File: src/rtl/param_mode_counter_pkg.sv
// Shared types and defaults for the parameterised mode counter.
//   mode_e     : counting mode selected on the mode port
//   state_e    : ONESHOT sequencer states
//   WIDTH_DEF  : default count width
//   STEP_W_DEF : default step width
package param_mode_counter_pkg;

  localparam int unsigned WIDTH_DEF  = 4;
  localparam int unsigned STEP_W_DEF = 2;

  typedef enum logic [1:0] {
    ModeWrap    = 2'd0,
    ModeSat     = 2'd1,
    ModeModulo  = 2'd2,
    ModeOneshot = 2'd3
  } mode_e;

  typedef enum logic [1:0] {
    StIdle = 2'd0,
    StRun  = 2'd1,
    StDone = 2'd2
  } state_e;

endpackage

File: src/rtl/param_mode_counter_cnt_next_calc.sv
// Next-count arithmetic for param_mode_counter (purely combinational).
//   count      : current count
//   step       : unsigned increment
//   up_down    : 1 = up, 0 = down
//   mode       : counting mode
//   lo_bound   : lower range bound (MODULO / ONESHOT)
//   hi_bound   : upper range bound (MODULO / ONESHOT)
//   next_count : candidate next count
//   clip       : carry / borrow / clamp / bound-reached event this step
//   clip_up    : 1 when the event is on the upper side (overflow)
module cnt_next_calc
  import param_mode_counter_pkg::*;
#(
  parameter int unsigned WIDTH  = WIDTH_DEF,
  parameter int unsigned STEP_W = STEP_W_DEF
) (
  input  logic [WIDTH-1:0]  count,
  input  logic [STEP_W-1:0] step,
  input  logic              up_down,
  input  mode_e             mode,
  input  logic [WIDTH-1:0]  lo_bound,
  input  logic [WIDTH-1:0]  hi_bound,
  output logic [WIDTH-1:0]  next_count,
  output logic              clip,
  output logic              clip_up
);

  // One extra bit holds carry on the way up and borrow on the way down.
  logic [WIDTH:0] cnt_x, step_x, lo_x, hi_x, sum, diff, lo_plus;

  assign cnt_x   = {1'b0, count};
  assign step_x  = (WIDTH + 1)'(step);
  assign lo_x    = {1'b0, lo_bound};
  assign hi_x    = {1'b0, hi_bound};
  assign sum     = cnt_x + step_x;
  assign diff    = cnt_x - step_x;
  assign lo_plus = lo_x + step_x;

  always_comb begin
    next_count = count;
    clip       = 1'b0;
    clip_up    = up_down;
    if (step != '0) begin
      unique case (mode)
        ModeWrap: begin
          next_count = up_down ? sum[WIDTH-1:0] : diff[WIDTH-1:0];
          clip       = up_down ? sum[WIDTH] : diff[WIDTH];
        end
        ModeSat: begin
          if (up_down) begin
            next_count = sum[WIDTH] ? '1 : sum[WIDTH-1:0];
            clip       = sum[WIDTH];
          end else begin
            next_count = diff[WIDTH] ? '0 : diff[WIDTH-1:0];
            clip       = diff[WIDTH];
          end
        end
        ModeModulo: begin
          if (up_down) begin
            clip       = (sum > hi_x);
            next_count = clip ? lo_bound : sum[WIDTH-1:0];
          end else begin
            clip       = (cnt_x < lo_plus);
            next_count = clip ? hi_bound : diff[WIDTH-1:0];
          end
        end
        ModeOneshot: begin
          // Reaching or passing the bound lands exactly on it.
          if (up_down) begin
            clip       = (sum >= hi_x);
            next_count = clip ? hi_bound : sum[WIDTH-1:0];
          end else begin
            clip       = (cnt_x <= lo_plus);
            next_count = clip ? lo_bound : diff[WIDTH-1:0];
          end
        end
        default: ;
      endcase
    end
  end

endmodule

File: src/rtl/param_mode_counter.sv
// Multi-mode up/down counter with WRAP, SAT, MODULO and ONESHOT modes.
//   clk, rst_n           : clock, synchronous active-low reset
//   load_n, data_load    : active-low parallel load and its value
//   ce, up_down, step    : count enable, direction, increment
//   mode                 : counting mode
//   lo_bound, hi_bound   : range for MODULO / ONESHOT
//   start                : ONESHOT arm pulse
//   clr_flags            : clears ovf / unf
//   count_out            : registered count
//   zero, max_count      : count == 0 / all-ones
//   at_lo, at_hi         : count == lo_bound / hi_bound
//   tc                   : registered one-cycle terminal/clip pulse
//   ovf, unf             : sticky overflow / underflow
//   busy                 : ONESHOT run in progress
//   cfg_err              : bounds inverted in a ranged mode
module param_mode_counter
  import param_mode_counter_pkg::*;
#(
  parameter int unsigned WIDTH  = WIDTH_DEF,
  parameter int unsigned STEP_W = STEP_W_DEF
) (
  input  logic              clk,
  input  logic              rst_n,
  input  logic              load_n,
  input  logic              ce,
  input  logic              up_down,
  input  mode_e             mode,
  input  logic [STEP_W-1:0] step,
  input  logic [WIDTH-1:0]  data_load,
  input  logic [WIDTH-1:0]  lo_bound,
  input  logic [WIDTH-1:0]  hi_bound,
  input  logic              start,
  input  logic              clr_flags,
  output logic [WIDTH-1:0]  count_out,
  output logic              zero,
  output logic              max_count,
  output logic              at_lo,
  output logic              at_hi,
  output logic              tc,
  output logic              ovf,
  output logic              unf,
  output logic              busy,
  output logic              cfg_err
);

  logic [WIDTH-1:0] count_q, next_count;
  logic             tc_q, ovf_q, unf_q;
  logic             clip, clip_up;
  logic             oneshot;
  state_e           state_q;

  assign oneshot = (mode == ModeOneshot);
  assign cfg_err = ((mode == ModeModulo) || oneshot) && (lo_bound > hi_bound);

  cnt_next_calc #(
    .WIDTH  (WIDTH),
    .STEP_W (STEP_W)
  ) u_next (
    .count      (count_q),
    .step       (step),
    .up_down    (up_down),
    .mode       (mode),
    .lo_bound   (lo_bound),
    .hi_bound   (hi_bound),
    .next_count (next_count),
    .clip       (clip),
    .clip_up    (clip_up)
  );

  always_ff @(posedge clk) begin
    if (!rst_n) begin
      count_q <= '0;
      tc_q    <= 1'b0;
      ovf_q   <= 1'b0;
      unf_q   <= 1'b0;
      state_q <= StIdle;
    end else begin
      tc_q <= 1'b0;
      // Clear first; a set later in this block overrides it.
      if (clr_flags) begin
        ovf_q <= 1'b0;
        unf_q <= 1'b0;
      end
      if (!load_n) begin
        count_q <= data_load;
      end else if (start && oneshot && (state_q != StRun) && !cfg_err) begin
        count_q <= up_down ? lo_bound : hi_bound;
        state_q <= StRun;
      end else if (ce && !cfg_err) begin
        if (oneshot) begin
          // Only a running sequence advances; IDLE and DONE hold.
          if (state_q == StRun) begin
            count_q <= next_count;
            if (clip) begin
              tc_q    <= 1'b1;
              state_q <= StDone;
            end
          end
        end else begin
          count_q <= next_count;
          if (clip) begin
            tc_q <= 1'b1;
            if (clip_up) ovf_q <= 1'b1;
            else         unf_q <= 1'b1;
          end
        end
      end
      if (!oneshot) state_q <= StIdle;
    end
  end

  assign count_out = count_q;
  assign tc        = tc_q;
  assign ovf       = ovf_q;
  assign unf       = unf_q;
  assign busy      = (state_q == StRun);
  assign zero      = (count_q == '0);
  assign max_count = &count_q;
  assign at_lo     = (count_q == lo_bound);
  assign at_hi     = (count_q == hi_bound);

endmodule

File: config.mk
export PLATFORM = sky130hd
export DESIGN_NAME = param_mode_counter
export DESIGN_NICKNAME = d
export VERILOG_FILES = /design/src/rtl/param_mode_counter_pkg.sv /design/src/rtl/param_mode_counter_cnt_next_calc.sv /design/src/rtl/param_mode_counter.sv
export SDC_FILE = /design/constraint.sdc
export NUM_CORES = 1
export LEC_CHECK = 0
export BUFFER_PORTS_ARGS = -buffer_cell sky130_fd_sc_hd__clkbuf_2
export CAP_MARGIN = 20
export CORE_AREA = 2 2 65 91
export CTS_CLUSTER_DIAMETER = 30
export CTS_CLUSTER_SIZE = 20
export DETAILED_ROUTE_END_ITERATION = 6
export DIE_AREA = 0 0 67 93
export PLACE_DENSITY = 0.56
export SLEW_MARGIN = 20
export SYNTH_ARGS = -nofsm -noshare
export SYNTH_HDL_FRONTEND = slang
export SYNTH_SLANG_ARGS = --single-unit
File: constraint.sdc
create_clock -name clk -period 4.9 [get_ports clk]
set_clock_uncertainty 0.2 [all_clocks]
set_input_delay 0.49 -clock clk [delete_from_list [all_inputs] [get_ports clk]]
set_output_delay 0.49 -clock clk [all_outputs]
set_load 0.005 [all_outputs]
==> summary.md, run 1 <==
| Metric | Value |
|---|---|
| Crit-path most repeated cell | `ha_1` |
| Endpoints failing hold | `0` |
| Worst Tran Pin Value | `~0.86 ns` |
| Synth warnings | `0` |
| DP Wirelength | `between 4 and 5 mm` |
| Yosys cell types | `between 50 and 60` |
| Min cycle time layout | `3.87 ns` |
| Share of cells above drive strength 1 | `17.5%` |
| Synth top area share | `11.9%` |
| Initial antenna violation count | `0` |
| DRT antenna net count | `0` |
| Vias post-DR | `2,051` |
| Top Family by Delay on Critical Path | `compound AO/OA/AOI/OAI gates` |
| Share of total power in sequential cells | `21.4%` |
| Crit path capture type | `register` |
| Worst VDD drop | `0.000140 V` |
| Most common library cells after synthesis | `nand2_1 (22), ha_1 (18), o21ai_0 (17)` |
| Comb power frac | `58.9%` |
| Ordered list of cells on the worst path | `ha_1 > nand3b_1 > nand3_1 > nand2_1 > ha_1 > and4b_2 > a211oi_1 > o21ai_0 > and3_1 > o311ai_0 > o2bb2ai_1` |
| Max_slew headroom | `approximately 42%` |
| Max cap viols | `0` |
| Full die area | `between 6000 and 7000 um^2` |
| Sequential cell area fraction in the yosys report | `9.49%` |
| Top-count cell post-synth | `nand2_1` |
| Num Clock Sinks | `9` |
| Flop2flop setup slack | `around 1.0 ns` |
| Core Box Area | `between 5000 and 6000 um^2` |
| NetSw | `roughly 0.21 mW` |
| WP data arrival | `roughly 3.8 ns` |
| Synth Flop Type | `dfxtp_1` |
| Synth Register Bits | `9` |
| Period utilisation layout | `78.9%` |
| Internal power | `0.247 mW` |
| 1st-pass router iterations | `4` |
| PostCTS Resize Cnt | `0` |
| Post-Syn Nets | `roughly 300` |
| Async set-reset flop share out of synthesis | `0%` |
| IO buf count | `35` |
| Largest net degree at the start of global routing | `36` |
| Pins over their slew limit | `0` |
| Grt total ovfl | `0` |
| Switching share of power | `a little under half` |
| Maximum clock rate | `about 0.26 GHz` |
| CTS Hold Bufs | `0` |
| Die Height | `roughly 93 um` |
| Filler cells | `about 620` |
| Status | `finished clean` |
| Initial DRC Count | `104` |
| Post-CTS Setup Bufs | `0` |
| CP Buf/Inv Count | `0` |
| Global-route wire length before repair | `10.1 mm` |
| Pleak | `0.942 nW` |
| Dpl cells | `roughly 340` |
| Cts bufs inserted | `3` |
| Post-DR vias/cell | `about 5.9` |
| Setup TNS | `0 ns` |
| I/O pin total | `36` |
| Slowest-stage cell, CP | `dfxtp_1` |
| Vias in the first global route | `between 2,000 and 2,500` |
| Initial Utilization | `a little over a third` |
| Clock transition at path regs | `~0.050 ns` |
| Worst min-delay path class | `reg2reg` |
| Startpoint types | `register` |
| CTS root buffer | `clkbuf_8` |
| Gp weighted congestion | `roughly 0.95` |
| CTS tree | `done` |
| Final net count | `~330` |
| Clock power share | `between 10% and 20%` |
| Power Density | `roughly 210 nW/um^2` |
| Slowest stage delay, CP | `~0.7 ns` |
| Worst-Skew Late Latency | `roughly 0.24 ns` |
| Die W | `between 60 and 70 um` |
| Drt wl/cell | `about 18 um` |
| Area leader, netlist | `ha_1` |
| Number of synthesized flops with an enable pin | `0` |
| Ant. Diodes | `0` |
| Area Growth Syn to Fin | `12.6%` |
| H-tree levels | `1` |
| Worst EP required | `between 4 and 5 ns` |
| Rows | `32` |
| Synthesized area | `between 1500 and 2000 um^2` |
| CP Max Fanout | `11` |
| GRT Overall Usage | `21.4%` |
| Syn Area/Cell | `7.39 um^2` |
| Layout Cells excl Fill | `348` |
| Synth area leaders | `ha_1 (12%), dfxtp_1 (9.5%), xor2_1 (4.6%), o21ai_0 (4.5%), nand2_1 (4.4%)` |
| Post-Route WL | `between 6 and 7 mm` |
| Unrepaired setup endpoints after global routing | `false` |
| Class of the most critical setup path | `reg2reg` |
| Final setup fails | `0` |
| Syn Inst Count | `around 260` |
| DRC errors left | `0` |
| Clock buffer depth | `2` |
[power groups by stage]
stage | clock network, mW | logic [mW] | registers, mW
floorplan | 0 | 0.202 | 0.0852
global placement | 0 | 0.263 | 0.0985
detailed placement | 0 | 0.265 | 0.0983
CTS | 0.0909 | 0.267 | 0.0970
global route | 0.0937 | 0.299 | 0.0987
finish | 0.0895 | 0.268 | 0.0975
[cells by family (layout without fill, tap and decap cells)]
kind of cell	count (synthesis)	in the layout	synth area share, %
compound gates	79	79	29.8
mux	11	11	6.20
xor+xnor	13	13	6.00
flops	9	9	9.49
simple gates	93	93	27.0
fa+ha+maj	21	21	15.0
buf+inv	31	54	6.46
[sequential cells by signal, summed over array words and instances (netlist names)]
signal	cells
ovf	1
tc	1
count_out	4
state_q	2
unf	1
[worst register-to-register path, stage by stage, from the launching register on]
cell	delay, ns
dfxtp_1	0.70
ha_1	0.38
nand3b_1	0.16
nand3_1	0.15
nand2_1	0.15
ha_1	0.37
and4b_2	0.26
a211oi_1	0.31
o21ai_0	0.29
and3_1	0.28
o311ai_0	0.41
o2bb2ai_1	0.15
[layout by cell type, fill, tap and decap left out, types with 2 or more instances in the layout]
cell type	instances
clkbuf_2	35
nand2_1	22
ha_1	18
o21ai_0	17
nor2_1	16
inv_1	15
a21oi_1	12
xor2_1	10
dfxtp_1	9
nor2b_1	8
mux2i_1	8
nand3_1	7
nand2b_1	7
o211ai_1	7
a211oi_1	6
nor4_1	5
nor3_1	5
and3_1	5
nand3b_1	4
nand4_1	4
o2111a_1	4
xnor2_1	3
a21o_1	3
o21a_1	3
o22ai_1	3
o31ai_1	3
fa_1	3
clkbuf_8	3
a21boi_0	2
a32oi_1	2
and2_1	2
a31oi_1	2
o2111ai_1	2
mux2_2	2
[area by class of cell]
type | count | area (um^2) | share of cell area, %
multi-input combinational | 217 | 1600 | 74.6
sequential | 9 | 180 | 8.43
timing repair buffer | 35 | 175 | 8.20
tap | 68 | 85.1 | 3.98
inverter | 15 | 56.3 | 2.63
clock buffer | 4 | 45.0 | 2.11
[through the flow]
step | setup WS, ns | instance area, um^2 | hold slack (ns) | utilization [%] | total power, mW
2_1_floorplan | 1.46 | 1900 | 0.256 | - | 0.287
3_3_place_gp | 1.11 | 2090 | 0.272 | 38.4 | 0.361
3_5_place_dp | 0.981 | 2090 | 0.277 | 38.4 | 0.364
4_1_cts | 1.03 | 2140 | 0.287 | 39.2 | 0.455
5_1_grt | 0.797 | 2140 | 0.303 | 39.2 | 0.491
6_report | 1.03 | 2140 | 0.284 | 39.2 | 0.455
[final timing paths]
| check | startpoint | to | depth (start not counted) |
|---|---|---|---|
| setup / recovery | count_out[1] | count_out[0] | 11 |
| hold reg to reg | state_q[1] | state_q[1] | 2 |
| setup reg to reg | count_out[1] | count_out[0] | 11 |
| hold / removal | state_q[1] | state_q[1] | 2 |
[metal layers]
metal  vias up  routed length, um  global-route usage, %
li1       1005                  -                      -
met1       961               2550                   25.8
met2        66               3150                   37.8
met3        19                228                   1.08
met4         0                247                   10.0
met5         -                  0                      0
Power figures use the tool's default switching activity.
==> run 2: changes to the inputs <==
- ABC_AREA: not set -> 1
- CORE_AREA: 2 2 65 91 -> 2 2 65 92
- DIE_AREA: 0 0 67 93 -> 0 0 67 94
- clock period: 4.9 -> 3.76 ns (I/O delays scaled with it)
==> run 2 against run 1 <==
Against the previous run: first-iteration DRC count rose by 5.8%; global-route usage shrank 0.38 points; maximum frequency grew 26%; sequential power increased by 18%; clock power rose by 22%; non-clock buffer count increased by 3; synthesized cell count up 23%; highest routed layer unchanged.
==> summary.md, run 2 <==
| Metric | Value |
|---|---|
| Die W | `~67 um` |
| Vias post-DR | `2,152` |
| Clock transition at path regs | `about 0.04 ns` |
| Period utilisation layout | `81.7%` |
| Die Height | `approximately 94 um` |
| Endpoints failing hold | `0` |
| Grt total ovfl | `0` |
| Area leader, netlist | `nand2_1` |
| Pleak | `about 1.2 nW` |
| Post-Syn Nets | `between 300 and 400` |
| I/O pin total | `36` |
| Top-count cell post-synth | `nand2_1` |
| Internal power | `around 0.31 mW` |
| Pins over their slew limit | `0` |
| CTS tree | `done` |
| Most common cell after layout, fill and taps aside | `nand2_1` |
| Max_slew headroom | `66.6%` |
| Core Box Area | `approximately 5400 um^2` |
| 1st-pass router iterations | `4` |
| CP Max Fanout | `8` |
| Startpoint types | `register` |
| Number of synthesized flops with an enable pin | `0` |
| Filler cells | `642` |
| Crit path capture type | `register` |
| H-tree levels | `1` |
| Worst min-delay path class | `in2reg` |
| Share of cells above drive strength 1 | `a little over a fifth` |
| Full die area | `between 6000 and 7000 um^2` |
| Clock buffer depth | `2` |
| CTS root buffer | `clkbuf_8` |
| Clock power share | `between 10% and 20%` |
| DRT antenna net count | `0` |
| Final hold slack | `roughly 0.21 ns` |
| Initial DRC Count | `110` |
| Worst Tran Pin Value | `around 0.5 ns` |
| Async set-reset flop share out of synthesis | `0%` |
| Synthesized area | `~1900 um^2` |
| Min cycle time layout | `~3.1 ns` |
| Post-CTS Setup Bufs | `0` |
| Vias in the first global route | `slightly above 2,000` |
| Syn Inst Count | `317` |
| DRC errors left | `0` |
| Drt wl/cell | `approximately 15 um` |
| Global-route wire length before repair | `between 10 and 15 mm` |
| Power Density | `~280 nW/um^2` |
| PostCTS Resize Cnt | `0` |
| NetSw | `~0.30 mW` |
| Cts bufs inserted | `3` |
| Final setup fails | `0` |
| Synth top area share | `between 10% and 20%` |
| Synth area leaders | `nand2_1 (17%), ha_1 (12%), dfxtp_1 (9.4%), inv_1 (8.4%), nand3_1 (7.8%)` |
| Worst EP required | `roughly 3.7 ns` |
| Initial Utilization | `35.3%` |
| Class of the most critical setup path | `reg2reg` |
| Switching share of power | `49.1%` |
| Synth warnings | `0` |
| Sequential cell area fraction in the yosys report | `a little under a tenth` |
| Maximum clock rate | `0.325 GHz` |
| Synth Register Bits | `9` |
| CTS Hold Bufs | `0` |
| Most frequent cells in the layout | `nand2_1 (88), inv_1 (43), clkbuf_2 (35)` |
| GRT Overall Usage | `a little over a fifth` |
| Post-DR vias/cell | `approximately 5` |
| Num Clock Sinks | `9` |
| IO buf count | `35` |
| Most common library cells after synthesis | `nand2_1 (88), inv_1 (43), nand3_1 (30)` |
| Final net count | `396` |
| Area Growth Syn to Fin | `13.6%` |
| Ant. Diodes | `0` |
| Max cap viols | `0` |
| Synth Flop Type | `dfxtp_1` |
| Worst-Skew Late Latency | `approximately 0.23 ns` |
| Initial antenna violation count | `0` |
| Syn Area/Cell | `between 6 and 7 um^2` |
| Share of total power in sequential cells | `between 10% and 20%` |
| Worst VDD drop | `0.000166 V` |
| Yosys cell types | `38` |
| Post-Route WL | `roughly 6.2 mm` |
| Largest net degree at the start of global routing | `19` |
| Unrepaired setup endpoints after global routing | `false` |
| Setup TNS | `0 ns` |
| Largest register FFs | `4` |
| Status | `finished clean` |
| Gp weighted congestion | `slightly above 0.9` |
| Rows | `32` |
| DP Wirelength | `5.17 mm` |
| WP data arrival | `2.99 ns` |
| Comb power frac | `a little under two thirds` |
run 2: cell types whose count changed in the layout (fill, tap and decap cells not counted), moves of 7 or more:
| cell | delta |
|---|---|
| nor2b_1 | -8 |
| mux2i_1 | -8 |
| nand2b_1 | -7 |
| nand2_1 | +66 |
| nor2_1 | +7 |
| xor2_1 | -9 |
| inv_1 | +28 |
| nand3_1 | +23 |
run 2: final timing paths:
path                startpoint  slack, ns           end  depth (start not counted)
setup / recovery  count_out[0]       0.69  count_out[3]                         15
hold / removal       clr_flags       0.21           unf                          4
setup reg to reg  count_out[0]       0.69  count_out[3]                         15
hold reg to reg     state_q[0]       0.26    state_q[0]                          2
run 2: critical path, stage by stage, from the launching register on:
cell and delay [ns]:
dfxtp_1 0.39, ha_1 0.25, fa_1 0.46, xor2_2 0.20, ha_1 0.29, nand2_1 0.08
nor2_2 0.14, nand3b_2 0.15, nand2_2 0.17, nand3_4 0.12, nand2_1 0.09, nand2_1 0.05
a21oi_1 0.12, nand3_1 0.10, nand2_1 0.09, a21oi_2 0.05
run 2: metal layers:
metal / GRT usage, % / share of wire, % / vias to the layer above
met5: 0 / 0 / -
met4: 10.5 / 5.1 / 0
met3: 2.52 / 4.0 / 22
met2: 36.6 / 49 / 72
met1: 24.6 / 42 / 954
li1: - / - / 1104
run 2: kinds of logic after synthesis:
| group | Yosys count | share of synthesized area (%) |
|---|---|---|
| XOR/XNOR | 6 | 3.13 |
| adder cells (fa/ha/maj) | 21 | 14.9 |
| AO/OA/AOI/OAI | 45 | 14.4 |
| buffers and inverters | 58 | 13.4 |
| AND/OR/NAND/NOR | 178 | 44.9 |
| flip-flops | 9 | 9.38 |
run 2: layout make-up:
type                    count  area (um^2)  share of cell area [%]
inverters                  50          190                    8.72
repair buffers             38          198                    9.06
clock buffers               4         45.0                    2.06
flip-flops and latches      9          180                    8.26
well taps                  68         85.1                    3.90
multi-input cells         250         1480                    68.0
run 2: power by group through the flow:
| stage | clock network [mW] | logic [mW] | registers, mW |
|---|---|---|---|
| finish | 0.109 | 0.393 | 0.115 |
| CTS | 0.113 | 0.394 | 0.115 |
| global route | 0.118 | 0.449 | 0.115 |
| floorplan | 0 | 0.293 | 0.112 |
| detailed placement | 0 | 0.392 | 0.116 |
| global placement | 0 | 0.393 | 0.116 |
run 2: metrics by stage:
stage	area (um^2)	utilization (%)	worst slack (ns)	power [mW]	instances
3_5_place_dp	2140	39.2	0.546	0.509	415
6_report	2180	40.1	0.686	0.617	419
3_3_place_gp	2140	39.2	0.560	0.510	415
2_1_floorplan	1920	-	0.985	0.405	317
4_1_cts	2180	40.1	0.695	0.621	419
5_1_grt	2180	40.1	0.452	0.681	419
